File: src/rtl/my_seq_shifter_if.sv
// Handshake and data bundle between the control unit (master) and the multi-cycle shifter (slave).
interface my_seq_shifter_if #(
  parameter int WIDTH   = 8,
  parameter int SHAMT_W = 3
);
  logic               start;
  logic [2:0]         mode;
  logic [WIDTH-1:0]   op1;
  logic [SHAMT_W-1:0] shamt;
  logic               busy;
  logic               done;
  logic [WIDTH-1:0]   out;
  logic               cout;
  logic               ovf;

  modport master (
    output start, mode, op1, shamt,
    input  busy, done, out, cout, ovf
  );

  modport slave (
    input  start, mode, op1, shamt,
    output busy, done, out, cout, ovf
  );
endinterface

File: src/rtl/my_seq_shifter.sv
// Multi-cycle shift/rotate unit: one bit position per clock, start/busy/done handshake.
//   state | meaning
//   IDLE  | waiting for start; final results held
//   SHIFT | one 1-bit step per clock, busy=1
//   DONE  | one-cycle done pulse; a new start is accepted here too
module my_seq_shifter #(
  parameter int WIDTH   = 8,
  parameter int SHAMT_W = 3
) (
  input logic             clk,
  input logic             rst_n,
  my_seq_shifter_if.slave bus
);

  typedef enum logic [1:0] {
    IDLE  = 2'd0,
    SHIFT = 2'd1,
    DONE  = 2'd2
  } state_t;

  localparam logic [2:0] M_LSL = 3'b000;
  localparam logic [2:0] M_LSR = 3'b001;
  localparam logic [2:0] M_ASL = 3'b010;
  localparam logic [2:0] M_ASR = 3'b011;
  localparam logic [2:0] M_ROL = 3'b100;
  localparam logic [2:0] M_ROR = 3'b101;

  state_t             state, state_n;
  logic [WIDTH-1:0]   out_q, out_n;
  logic               cout_q, cout_n;
  logic               ovf_q, ovf_n;
  logic [SHAMT_W-1:0] count_q, count_n;
  logic [2:0]         mode_q, mode_n;
  logic               reserved;

  assign reserved = bus.mode[2] & bus.mode[1];

  always_ff @(posedge clk or negedge rst_n) begin
    if (!rst_n) begin
      state   <= IDLE;
      out_q   <= '0;
      cout_q  <= 1'b0;
      ovf_q   <= 1'b0;
      count_q <= '0;
      mode_q  <= '0;
    end else begin
      state   <= state_n;
      out_q   <= out_n;
      cout_q  <= cout_n;
      ovf_q   <= ovf_n;
      count_q <= count_n;
      mode_q  <= mode_n;
    end
  end

  always_comb begin
    state_n = state;
    out_n   = out_q;
    cout_n  = cout_q;
    ovf_n   = ovf_q;
    count_n = count_q;
    mode_n  = mode_q;
    unique case (state)
      SHIFT: begin
        count_n = count_q - SHAMT_W'(1);
        if (count_q == SHAMT_W'(1)) state_n = DONE;
        case (mode_q)
          M_LSL, M_ASL: begin
            out_n  = {out_q[WIDTH-2:0], 1'b0};
            cout_n = out_q[WIDTH-1];
            // ovf is sticky: any sign change along the way overflows the whole operation
            if (mode_q == M_ASL && out_q[WIDTH-1] != out_q[WIDTH-2]) ovf_n = 1'b1;
          end
          M_LSR: begin
            out_n  = {1'b0, out_q[WIDTH-1:1]};
            cout_n = out_q[0];
          end
          M_ASR: begin
            out_n  = {out_q[WIDTH-1], out_q[WIDTH-1:1]};
            cout_n = out_q[0];
          end
          M_ROL: begin
            out_n  = {out_q[WIDTH-2:0], out_q[WIDTH-1]};
            cout_n = out_q[WIDTH-1];
          end
          M_ROR: begin
            out_n  = {out_q[0], out_q[WIDTH-1:1]};
            cout_n = out_q[0];
          end
          default: ;
        endcase
      end
      default: begin
        if (bus.start) begin
          out_n   = bus.op1;
          mode_n  = bus.mode;
          cout_n  = 1'b0;
          ovf_n   = 1'b0;
          count_n = bus.shamt;
          state_n = (bus.shamt != '0 && !reserved) ? SHIFT : DONE;
        end else begin
          state_n = IDLE;
        end
      end
    endcase
  end

  assign bus.busy = (state == SHIFT);
  assign bus.done = (state == DONE);
  assign bus.out  = out_q;
  assign bus.cout = cout_q;
  assign bus.ovf  = ovf_q;

endmodule

File: src/flat_wrapper.sv
// flat-port wrapper written by rule: the top's interface ports become plain ports
module my_seq_shifter_flat 
#(
  parameter int WIDTH   = 8,
  parameter int SHAMT_W = 3
)
  (clk, rst_n, bus_start, bus_mode, bus_op1, bus_shamt, bus_busy, bus_done, bus_out, bus_cout, bus_ovf);
  my_seq_shifter_if #(.WIDTH(WIDTH), .SHAMT_W(SHAMT_W)) bus_i ();
  input logic clk;
  input logic rst_n;
  input wire logic [$bits(bus_i.start)-1:0] bus_start;
  input wire logic [$bits(bus_i.mode)-1:0] bus_mode;
  input wire logic [$bits(bus_i.op1)-1:0] bus_op1;
  input wire logic [$bits(bus_i.shamt)-1:0] bus_shamt;
  output wire logic [$bits(bus_i.busy)-1:0] bus_busy;
  output wire logic [$bits(bus_i.done)-1:0] bus_done;
  output wire logic [$bits(bus_i.out)-1:0] bus_out;
  output wire logic [$bits(bus_i.cout)-1:0] bus_cout;
  output wire logic [$bits(bus_i.ovf)-1:0] bus_ovf;
  assign bus_i.start = bus_start;
  assign bus_i.mode = bus_mode;
  assign bus_i.op1 = bus_op1;
  assign bus_i.shamt = bus_shamt;
  assign bus_busy = bus_i.busy;
  assign bus_done = bus_i.done;
  assign bus_out = bus_i.out;
  assign bus_cout = bus_i.cout;
  assign bus_ovf = bus_i.ovf;
  my_seq_shifter #(.WIDTH(WIDTH), .SHAMT_W(SHAMT_W)) u_core (.clk(clk), .rst_n(rst_n), .bus(bus_i));
endmodule
File: config.mk
export PLATFORM = sky130hd
export DESIGN_NAME = my_seq_shifter_flat
export DESIGN_NICKNAME = d
export VERILOG_FILES = /design/src/rtl/my_seq_shifter_if.sv /design/src/rtl/my_seq_shifter.sv /design/src/flat_wrapper.sv
export SDC_FILE = /design/constraint.sdc
export NUM_CORES = 1
export LEC_CHECK = 0
export CAP_MARGIN = 5
export CELL_PAD_IN_SITES_DETAIL_PLACEMENT = 2
export CELL_PAD_IN_SITES_GLOBAL_PLACEMENT = 2
export CORE_UTILIZATION = 28
export CTS_CLUSTER_DIAMETER = 60
export CTS_CLUSTER_SIZE = 20
export DETAILED_ROUTE_END_ITERATION = 6
export GPL_ROUTABILITY_DRIVEN = 0
export PLACE_DENSITY_LB_ADDON = 0.1
export SKIP_CTS_REPAIR_TIMING = 1
export SLEW_MARGIN = 10
export SYNTH_ARGS = -nofsm -noshare
export SYNTH_HDL_FRONTEND = slang
export SYNTH_SLANG_ARGS = --single-unit
export TNS_END_PERCENT = 10
File: constraint.sdc
create_clock -name clk -period 1.94 [get_ports clk]
set_clock_uncertainty 0.1 [all_clocks]
set_input_delay 0.388 -clock clk [delete_from_list [all_inputs] [get_ports clk]]
set_output_delay 0.388 -clock clk [all_outputs]
set_load 0.03 [all_outputs]
[After elaboration in Yosys (flattened, before gate mapping)]
Index checks and enable logic that the tools add are counted.
Storage, ports and cells
  logic and storage cells: 55
  flip-flop bits (word level): 18
  bits of input ports: 17
Operators by class
  bitwise logic cells: 2
  $add $sub $neg: 1
  muxes and demuxes: 15
  equal/unequal tests: 16
  reduce and logical (&&, ||, !) cells: 14
Operators with widths (count)
  8-bit one-hot mux with 5 select lines: 1
  8-bit two-way mux: 2
  2-bit two-way mux: 4
  3-bit by 1-bit == test with 1-bit output (second input constant): 2
  3-bit by 2-bit == test with 1-bit output (second input constant): 2
  3-bit == test (second input constant): 2
  3-bit two-way mux: 2
  2-bit by 1-bit inequality test with 1-bit output (second input constant): 3
  6-bit by 1-bit inequality test with 1-bit output (second input constant): 1
  2-bit AND reduction: 3
  3-bit AND reduction: 2
  3-bit OR reduction: 2
  1-bit two-way mux: 5
  5-bit by 1-bit inequality test with 1-bit output (second input constant): 1
  3-bit zero test: 1
  3-bit inequality test (second input constant): 1
  3-bit nonzero test: 1
  3-bit by 1-bit subtractor with 3-bit output (second input constant): 1
  2-bit by 1-bit == test with 1-bit output (second input constant): 1
  2-bit == test (second input constant): 1
  1-bit logical AND: 2
  2-bit inequality test (second input constant): 1
  1-bit one-hot mux with 2 select lines: 1
  2-bit nonzero test: 1
  5 further kinds: 5

[Longest topological paths before layout]
Gate-level depths: netlist of the first run.
  depth in word-level cells: 6
  depth in mapped cells: 6

[Worst setup path after synthesis of the first run]
OpenSTA, ideal clock, no wires.
  path kind: register to register
  start point: reg u_core.state[1]
  end point: reg u_core.out_q[6], in the netlist u_core.bus.out[6]
  period minus slack after synthesis: 1.452 ns
  slack: 0.488 ns
  arrival time: 1.217 ns
  path buffers: 1
  required time: 1.705 ns
  cell stages (with the launch flop): 7
  cells stage by stage: dfrtp_1 > nand2b_4 > buf_8 > inv_8 > mux2_4 > o22ai_1 > a21oi_1
On the way
  longest elaborated chain between the ends: 3
  elaborated cells between the ends (all ways): 5
  those cells by class: 2 x eq/ne; 1 x mux; 2 x reduce/logical
RTL lines
  start: declaration: line my_seq_shifter.sv:28  | state_t state, state_n;
  start signal: assignment: line my_seq_shifter.sv:47  | state <= state_n;
  2-bit by 1-bit == test with 1-bit output (*)
  via bus_busy: line flat_wrapper.sv:15  | output wire logic [$bits(bus_i.busy)-1:0] bus_busy;
  6-bit by 1-bit inequality test with 1-bit output (no line) / 2-bit nonzero test (equally long branches)
  2-bit AND reduction (no line)
  end signal: assignment: line my_seq_shifter.sv:48  | out_q <= out_n;
  end: declaration: line my_seq_shifter.sv:29  | logic [WIDTH-1:0] out_q, out_n;
Mark *: on every way through the listed nets, which the timed path passes. The rest lies on a longest branch.
A chain may end at the register's enable or synchronous reset.

[Worst setup path after layout of the first run]
  start point: reg u_core.ovf_q, in the netlist u_core.bus.ovf
  end point: out bus_ovf
RTL lines
  start: declaration: line my_seq_shifter.sv:31  | logic ovf_q, ovf_n;
  start signal: assignment: line my_seq_shifter.sv:50  | ovf_q <= ovf_n;
  end: declaration: line flat_wrapper.sv:19  | output wire logic [$bits(bus_i.ovf)-1:0] bus_ovf;
No word-level cell between the ends.

==> results of run 1 <==
state kept, by name, indices dropped and copies added, names as in the netlist:
name and flops:
u_core.bus.out 8, u_core.bus.ovf 1, u_core.state 2, u_core.mode_q 3
u_core.bus.cout 1, u_core.count_q 3
worst min path at each step:
stage | from | to | slack [ns]
6_report | rst_n | u_core.state[1]$_DFFE_PN0P_ | 0.31
5_1_grt | rst_n | u_core.state[1]$_DFFE_PN0P_ | 0.32
4_1_cts | rst_n | u_core.mode_q[2]$_DFFE_PN0P_ | 0.31
3_5_place_dp | u_core.count_q[0]$_DFFE_PN0P_ | u_core.count_q[0]$_DFFE_PN0P_ | 0.38
3_3_place_gp | u_core.count_q[0]$_DFFE_PN0P_ | u_core.count_q[0]$_DFFE_PN0P_ | 0.37
2_1_floorplan | rst_n | u_core.bus.cout$_DFFE_PN0P_ | -0.008
layout make-up:
class / count / area share, %
Clock buffer: 4 / 2.61
Inverter: 4 / 1.62
Multi-Input combinational cell: 66 / 35.2
Sequential cell: 18 / 32.4
Tap cell: 46 / 4.14
Timing Repair Buffer: 32 / 24.0
per-stage QoR:
| stage | instances | utilization [%] |
|---|---|---|
| 5_1_grt | 170 | 41.0 |
| 6_report | 170 | 41.0 |
| 3_3_place_gp | 166 | 39.2 |
| 2_1_floorplan | 93 | - |
| 3_5_place_dp | 166 | 39.2 |
| 4_1_cts | 170 | 40.3 |
routing by layer:
metal / up-vias / share of wire (%) / track usage (%)
met5: - / 0 / 0
met4: 0 / 0.54 / 3.81
met3: 2 / 3.8 / 4.55
met2: 16 / 45 / 25.5
met1: 392 / 51 / 22.2
li1: 403 / - / -
power groups by stage:
stage	clock network [mW]	logic [mW]	registers, mW
finish	0.244	1.45	0.797
global route	0.272	1.59	0.821
CTS	0.256	1.49	0.798
detailed placement	0	1.48	0.802
global placement	0	1.45	0.797
floorplan	0	0.888	0.906
cells in the final DEF (no fill, tap or decap), types with 4 or more instances in the layout:
cell type / n
dlymetal6s2s_1: 9
nand2_1: 8
o22ai_1: 8
a21oi_1: 14
mux2_4: 4
dfrtp_1: 18
buf_4: 4
mux2i_1: 5
clkdlybuf4s50_1: 19
cells by family (layout without fill, tap and decap cells):
group	count (synthesis)	in the layout	synth area share, %
xor gates and xnor gates	1	1	0.874
muxes	10	10	12.1
adders and majority gates	2	2	2.50
DFF	18	18	44.9
buffers and inverters	9	40	6.24
AOI/OAI and AO/OA	35	35	23.2
and+or+nand+nor	18	18	10.1
==> results by group, run 1 <==
Logic synthesis
  – Cell with the most instances after synthesis: dfrtp_1
  – Most numerous cell types in the synthesized netlist: dfrtp_1 (18), a21oi_1 (14), nand2_1 (8), o22ai_1 (8), mux2i_1 (5)
  – Number of distinct library cells after synthesis: 32
  – Cell area after synthesis: 1000 um^2
  – Area contributors post-synth: dfrtp_1 (45%), a21oi_1 (7.0%), mux2_4 (6.0%)
  – Share of flip-flops with an asynchronous set or reset: 100%
  – Dominant register cell in the synthesized netlist: dfrtp_1
  – Post-Syn Nets: 112
  – Area leader, netlist: dfrtp_1
  – Syn_area_per_cell: 10.8 um^2
  – Sequential area share after synthesis: 44.9%
  – Yosys top cell area share: 44.9%
  – Warnings, synthesis: 0
  – Yosys reg bits: 18
  – Number of enable flip-flop cells after synthesis: 0
  – Number of standard cells after synthesis: 93

Worst setup path
  – Critical path cell sequence: clkdlybuf4s50_1
  – Reg-to-reg startpoint: u_core.state[1]$_DFFE_PN0P_
  – Stage delay of the slowest cell on the critical path: 0.68 ns
  – Critical path endpoint: bus_ovf
  – Crit start category: flip-flop
  – Buffer and inverter count on the worst path: 1
  – Critical Path RT: 1.45 ns
  – Maximum fanout encountered on the critical timing path: 2
  – Crit path capture type: primary output
  – Critical Path AT: 1.36 ns
  – Slowest cell on the critical path: clkdlybuf4s50_1
  – End of the worst register-to-register path: u_core.count_q[2]$_DFFE_PN0P_
  – Instance count on the critical path: 1
  – Worst-case register-to-register setup slack: 0.36 ns
  – Crit Path Class: reg2out
  – Worst-case reg-to-reg path depth: 5
  – First element of the critical path: u_core.bus.ovf$_DFFE_PN0P_
  – Cell family with most CP delay: buffers and inverters

Clock tree
  – Max H-tree Level: 1
  – Clk buf depth: 2
  – Number of buffers inserted during clock tree synthesis: 3
  – CTS tree: yes
  – # clock sinks: 18
  – Root buffer cell: clkbuf_4
  – Clock transition at the register clock pins on the worst setup and hold paths after CTS: 0.12 ns
  – Source-to-sink clock delay at the later pin of the worst-skew pair: 0.30 ns

Power
  – Tot Pwr: 2.49 mW
  – Max rail drop VDD: 0.655 mV
  – Clock share of power: 9.8%
  – Sequential share of power: 32.0%
  – Total internal power: 1.35 mW
  – Portion of total power attributed to combinational logic: 58.3%
  – Power density of the placed cells: 1800 nW/um^2
  – Sw Ratio: 46.0%
  – Switching power total: 1.15 mW
  – Leakage component of the power: 0.655 nW

Placement
  – Number of port buffers: 28
  – Detailed Place HPWL: 2000 um
  – Area after DPL: 1330 um^2
  – Placement Setup Slack: 0.172 ns

Die
  – Number of rows in the core area: 21
  – Width of the chip: 61.8 um
  – Chip Height: 61.8 um
  – Core ar.: 3390 um^2
  – Initial standard-cell utilization of the core: 29.6%
  – Die Outline Area: 3820 um^2
  – Boundary pin count: 29

Timing
  – Unrepaired setup endpoints after global routing: false
  – Portion of the clock cycle consumed by the worst path in the final layout: 95.1%
  – Worst rel slew slack: 74.7%
  – Min Clock Period, post-route: 1.85 ns
  – Achievable clock frequency: 0.542 GHz
  – Worst-Margin Slew: 0.378 ns
  – Slack of the critical path: 0.0947 ns
  – Setup TNS: 0 ns
  – Final hold slack: 0.307 ns
  – Final setup violation count: 0
  – Number of slew-limit violations in the final report: 0
  – Final Hold Viols: 0

Drt
  – Routed vias/inst: 4.78
  – DRC errors left: 0
  – Average routed wire per standard cell: 16.3 um
  – Final wirelength: 2770 um
  – Count of routing violations after the opening detailed-route iteration: 10
  – Antenna viol nets, final: 0
  – Detailed-router iteration count before antenna repair: 4
  – Routed vias: 813

Final layout
  – Fraction of layout cells with a size suffix above 1: 15.3%
  – Nets: 144
  – Final design instance area without fill: 1390 um^2
  – Layout filler cell count: 366
  – Number of diodes added for antenna fixing: 0
  – Layout Area Growth over Synthesis: 38.6%
  – Area of all sequential standard cells: 450 um^2
  – Multi-input logic area: 489 um^2

Global route
  – Vias in the first global route: 872
  – Antenna violations before repair: 0
  – GRT Util Overall: 16.2%
  – Pin count of the biggest net entering global routing: 19
  – Overflow left after global routing: 0
  – Wire length of the first global-routing pass: 4430 um

Flow run
  – Number of max-cap violations: 0

Min path
  – Type of the tightest min-delay check: in2async

Run status
  – Status: completed
(Power assumes the default switching activity.)
==> run 2: changes to the inputs <==
Settings changed: SETUP_SLACK_MARGIN set to 0.02.
==> results of run 2 <==
The final DEF is identical to that of run 1; final timing and power are the same.
==> RTL edit 1: new RTL, config.mk and constraints of run 1 <==
`SHAMT_W` is set to 3 in 3 places; all go to 4.
--- a/src/rtl/my_seq_shifter_if.sv
+++ b/src/rtl/my_seq_shifter_if.sv
@@ -1,7 +1,7 @@
 // Handshake and data bundle between the control unit (master) and the multi-cycle shifter (slave).
 interface my_seq_shifter_if #(
   parameter int WIDTH   = 8,
-  parameter int SHAMT_W = 3
+  parameter int SHAMT_W = 4
 );
   logic               start;
   logic [2:0]         mode;
--- a/src/rtl/my_seq_shifter.sv
+++ b/src/rtl/my_seq_shifter.sv
@@ -5,7 +5,7 @@
 //   DONE  | one-cycle done pulse; a new start is accepted here too
 module my_seq_shifter #(
   parameter int WIDTH   = 8,
-  parameter int SHAMT_W = 3
+  parameter int SHAMT_W = 4
 ) (
   input logic             clk,
   input logic             rst_n,
--- a/src/flat_wrapper.sv
+++ b/src/flat_wrapper.sv
@@ -2,7 +2,7 @@
 module my_seq_shifter_flat 
 #(
   parameter int WIDTH   = 8,
-  parameter int SHAMT_W = 3
+  parameter int SHAMT_W = 4
 )
   (clk, rst_n, bus_start, bus_mode, bus_op1, bus_shamt, bus_busy, bus_done, bus_out, bus_cout, bus_ovf);
   my_seq_shifter_if #(.WIDTH(WIDTH), .SHAMT_W(SHAMT_W)) bus_i ();
Ports: changed (resized bus_shamt); port bits go from 29 to 30. The function was not compared with the original's and may differ.
==> RTL edit 1 against run 1 <==
Clock power increased by 18%. Hold slack improved by 0.058 ns. Area after synthesis increased by 5.9%. Sequential power increased by 5.8%. Synthesized cell count increased by 23%. Sequential share of layout area increased by 0.96 points. Register-to-register slack got worse by 0.12 ns. Setup slack got worse by 0.038 ns. Non-clock buffer count decreased by 1. Cell area increased by 2.5%. Wire length increased by 12%. Sequential cell count increased by 1. Power increased by 5.8%.
==> RTL edit 1: results (changes against run 1) <==
placed_design:
  place_hpwl_um: 2340  # +17%
  io_buffers: 29  # +3.6%
synth:
  synth_warnings: 0  # unchanged
  synthAdderAreaFrac: 0.0236  # -0.00138
  synth-compound-area-share: 0.228  # -0.00462
  synth_cell_types: 33  # +3.1%
  syn-num-nets: 134  # +20%
  synth_mux_area_frac: 0.0460  # -0.0751
  synth_common_cells: "nand2_1 (23), dfrtp_1 (19), a31oi_1 (8)"
  synth_seq_cells: 19  # +1
  synth_area_leaders: "dfrtp_1 (45%), nand2_1 (8.1%), a31oi_1 (4.7%)"
  seq_area_frac_synth: 0.448  # -0.00132
  ys.flop_type: "dfrtp_1"
  synth_xor_area_frac: 0.00825  # -0.000484
sta:
  maxSlewHeadroom: 0.760  # +0.0121
  timing.hold.ws_ns: 0.365  # +0.0580 ns
grt:
  track_usage: 0.169  # +0.00685
  grt_pass1_vias: 1063  # +22%
  grt_first_pass_wirelength_um: 5270  # +19%
  grt_max_degree: 20  # +1
setup_path:
  worstReg2RegEnd: "u_core.bus.out[3]"
  worstSetupEndpoint: "bus_out[6]"
  arrival_ns: 1.40  # +0.04 ns
  cpPeakStageDelay_ns: 0.70  # +0.02 ns
  r2r_slack_ns: 0.24  # -0.12 ns
  r2r_cells: 5  # unchanged
  crit_fanout: 5  # +3
  crit_start: "u_core.bus.out[6]"
clocking:
  clk_root_buffer_cell: "clkbuf_8"
  clock_latency_ns: 0.26  # -0.04 ns
  cts_buffer_depth: 2  # unchanged
  cts_made_buffers: 3  # unchanged
  path_clk_slew_ns: 0.08  # -0.04 ns
pwr:
  p_switching_mw: 1.26  # +9.8%
  total_leakage_power_nw: 0.618  # -5.7%
  ir_drop_mv: 0.713  # +8.8%
finish:
  multi_input_area_um2: 524  # +7.2%
  n_fill_cell: 401  # +9.6%
  signal_buffers: 31  # -3.1%
  post-route-cell-area_um2: 1420  # +2.5%
  layout.nets: 163  # +13%
  nMultiInputCombCells: 84  # +27%
  drive_above_1_share: 0.0986  # -0.0546
  clk_share: 0.0325  # +0.00639
  inv_count: 4  # unchanged
  buffer_area_frac: 0.214  # -0.0252
  regArea_um2: 475  # +5.6%
  fin_util: 0.411  # +0.000789
routing:
  viasPerCell: 5.17  # +8.1%
  wl_per_cell_um: 16.5  # +1.4%
  drt_iter0_drc: 22  # +12
min_path:
  min_path_type: "in -> async"
status:
  status: "completed"
RTL edit 1: metal layers:
| layer | wire [um] | global-route usage |
|---|---|---|
| met1 | 1560 | 0.239 |
| met2 | 1380 | 0.262 |
| met3 | 143 | 0.0326 |
| met4 | 24 | 0.0426 |
| met5 | 0 | 0 |
RTL edit 1: metrics by stage:
stage | instances | setup slack (ns)
after floorplan | 114 | 0.594
after global placement | 184 | 0.221
after detailed placement | 184 | 0.135
after CTS | 188 | -0.0695
after global routing | 188 | 0.00777
final | 188 | 0.0564
RTL edit 1: power by group through the flow:
stage                     combinational (mW)  clock (mW)  sequential (mW)
final                                   1.51       0.289            0.843
after global routing                    1.65       0.315            0.887
after CTS                               1.52       0.307            0.849
after detailed placement                1.51           0            0.857
after global placement                  1.47           0            0.839
after floorplan                        0.942           0            0.956
==> RTL edit 2: new RTL, config.mk and constraints of run 1 <==
Made on the original files. The 3 states of `state_t` get a one-hot encoding in 3 bits.
--- a/src/rtl/my_seq_shifter.sv
+++ b/src/rtl/my_seq_shifter.sv
@@ -12,10 +12,10 @@
   my_seq_shifter_if.slave bus
 );
 
-  typedef enum logic [1:0] {
-    IDLE  = 2'd0,
-    SHIFT = 2'd1,
-    DONE  = 2'd2
+  typedef enum logic [2:0] {
+    IDLE  = 3'b001,
+    SHIFT = 3'b010,
+    DONE  = 3'b100
   } state_t;
 
   localparam logic [2:0] M_LSL = 3'b000;
Check against the original RTL: no difference found for any inputs over 10 cycles, from zero or initial values and one cycle with rst_n low; not proved beyond that.
==> RTL edit 2 against run 1 <==
Setup slack worse by 0.019 ns. Largest power group unchanged. Largest cell class unchanged. Cell area up 4.8%. Sequential power down 10%. First-iteration DRC count up 90%. Sequential cell count up 1. Combinational power down 32%. Wire length up 10%. Synthesized cell count up 24%. Power down 20%. Area after synthesis up 5.9%.
==> RTL edit 2: results (changes against run 1) <==
status:
  status: "completed"
finish:
  n_fill_cell: 394  # +7.7%
  signal_buffers: 35  # +9.4%
  layout.nets: 166  # +15%
  drive_above_1_share: 0.130  # -0.0231
  clk_share: 0.0318  # +0.00569
  sequential_cell_total: 19  # +1
  buffer_area_frac: 0.234  # -0.00576
  seq_share: 0.328  # +0.00328
  nClkBuffers: 3  # -1
clocking:
  clock_latency_ns: 0.27  # -0.03 ns
  path_clk_slew_ns: 0.09  # -0.03 ns
synth:
  syn-num-nets: 134  # +20%
  synth-compound-area-share: 0.200  # -0.0317
  synth_cell_types: 35  # +9.4%
  synth_common_cells: "nand2_1 (27), dfrtp_1 (18), nor2b_1 (7), o21ai_0 (7), a211oi_1 (6)"
  synth_mux_area_frac: 0.0330  # -0.0881
grt:
  grt_max_degree: 20  # +1
  grt_pass1_vias: 1057  # +21%
  grt_first_pass_wirelength_um: 5140  # +16%
placed_design:
  placed_area_um2: 1390  # +4.7%
  dp_slack_ns: 0.133  # -0.0395 ns
  place_hpwl_um: 2250  # +12%
pwr:
  p_per_area_nw_per_um2: 1370  # -23%
  ir_drop_mv: 0.433  # -34%
  total_leakage_power_nw: 0.669  # +2.1%
routing:
  wl_um: 3050  # +10%
  drt_iter0_drc: 19  # +9
  viasPerCell: 5.12  # +7.1%
setup_path:
  worstSetupEndpoint: "bus_busy"
  arrival_ns: 1.38  # +0.02 ns
  r2r_slack_ns: 0.27  # -0.09 ns
  worstReg2RegEnd: "u_core.bus.out[0]"
==> RTL edit 2: changes by cell type after synthesis, moves of 4 or more <==
cell      change
a21oi_1      -10
a31oi_1       +5
a211oi_1      +6
nor2b_1       +6
o22ai_1       -7
o21ai_0       +4
nand2_1      +19
==> RTL edit 2: how the worst min path moves through the flow <==
stage                           start                end  slack, ns  depth (start not counted)
floorplan                       rst_n    u_core.bus.cout     -0.008                          0
global placement    u_core.count_q[0]  u_core.count_q[0]       0.36                          1
detailed placement  u_core.count_q[0]  u_core.count_q[0]       0.38                          1
CTS                             rst_n   u_core.mode_q[2]       0.38                          2
global route                    rst_n   u_core.mode_q[2]       0.38                          2
finish                          rst_n   u_core.mode_q[2]       0.36                          2
==> RTL edit 2: report_power, final <==
part           leakage [nW]  internal, mW  total (mW)  switching [mW]
clock                0.0255         0.143       0.298           0.154
sequential            0.229         0.546       0.714           0.168
combinational         0.414         0.441       0.989           0.548
total                 0.669          1.13        2.00           0.870
==> RTL edit 2: layer usage <==
| layer | vias up | share of wire | GRT usage |
|---|---|---|---|
| met4 | 0 | 0.012 | 0.0682 |
| met2 | 19 | 0.49 | 0.271 |
| met1 | 501 | 0.47 | 0.217 |
| li1 | 459 | - | - |
| met3 | 4 | 0.030 | 0.0236 |
| met5 | - | 0 | 0 |
==> RTL edit 2: worst max-delay path: cells and delay by family, from the launching register on <==
family / cells / cell delay, ns
buffers and inverters: 2 / 0.28
flip-flops: 1 / 0.38
AND/OR/NAND/NOR: 1 / 0.46
==> RTL edit 2: through the flow <==
stage	instances	total power, mW
after floorplan	115	1.32
after global placement	188	1.68
after detailed placement	188	1.72
after CTS	192	2.02
after global routing	192	2.13
final	192	2.00
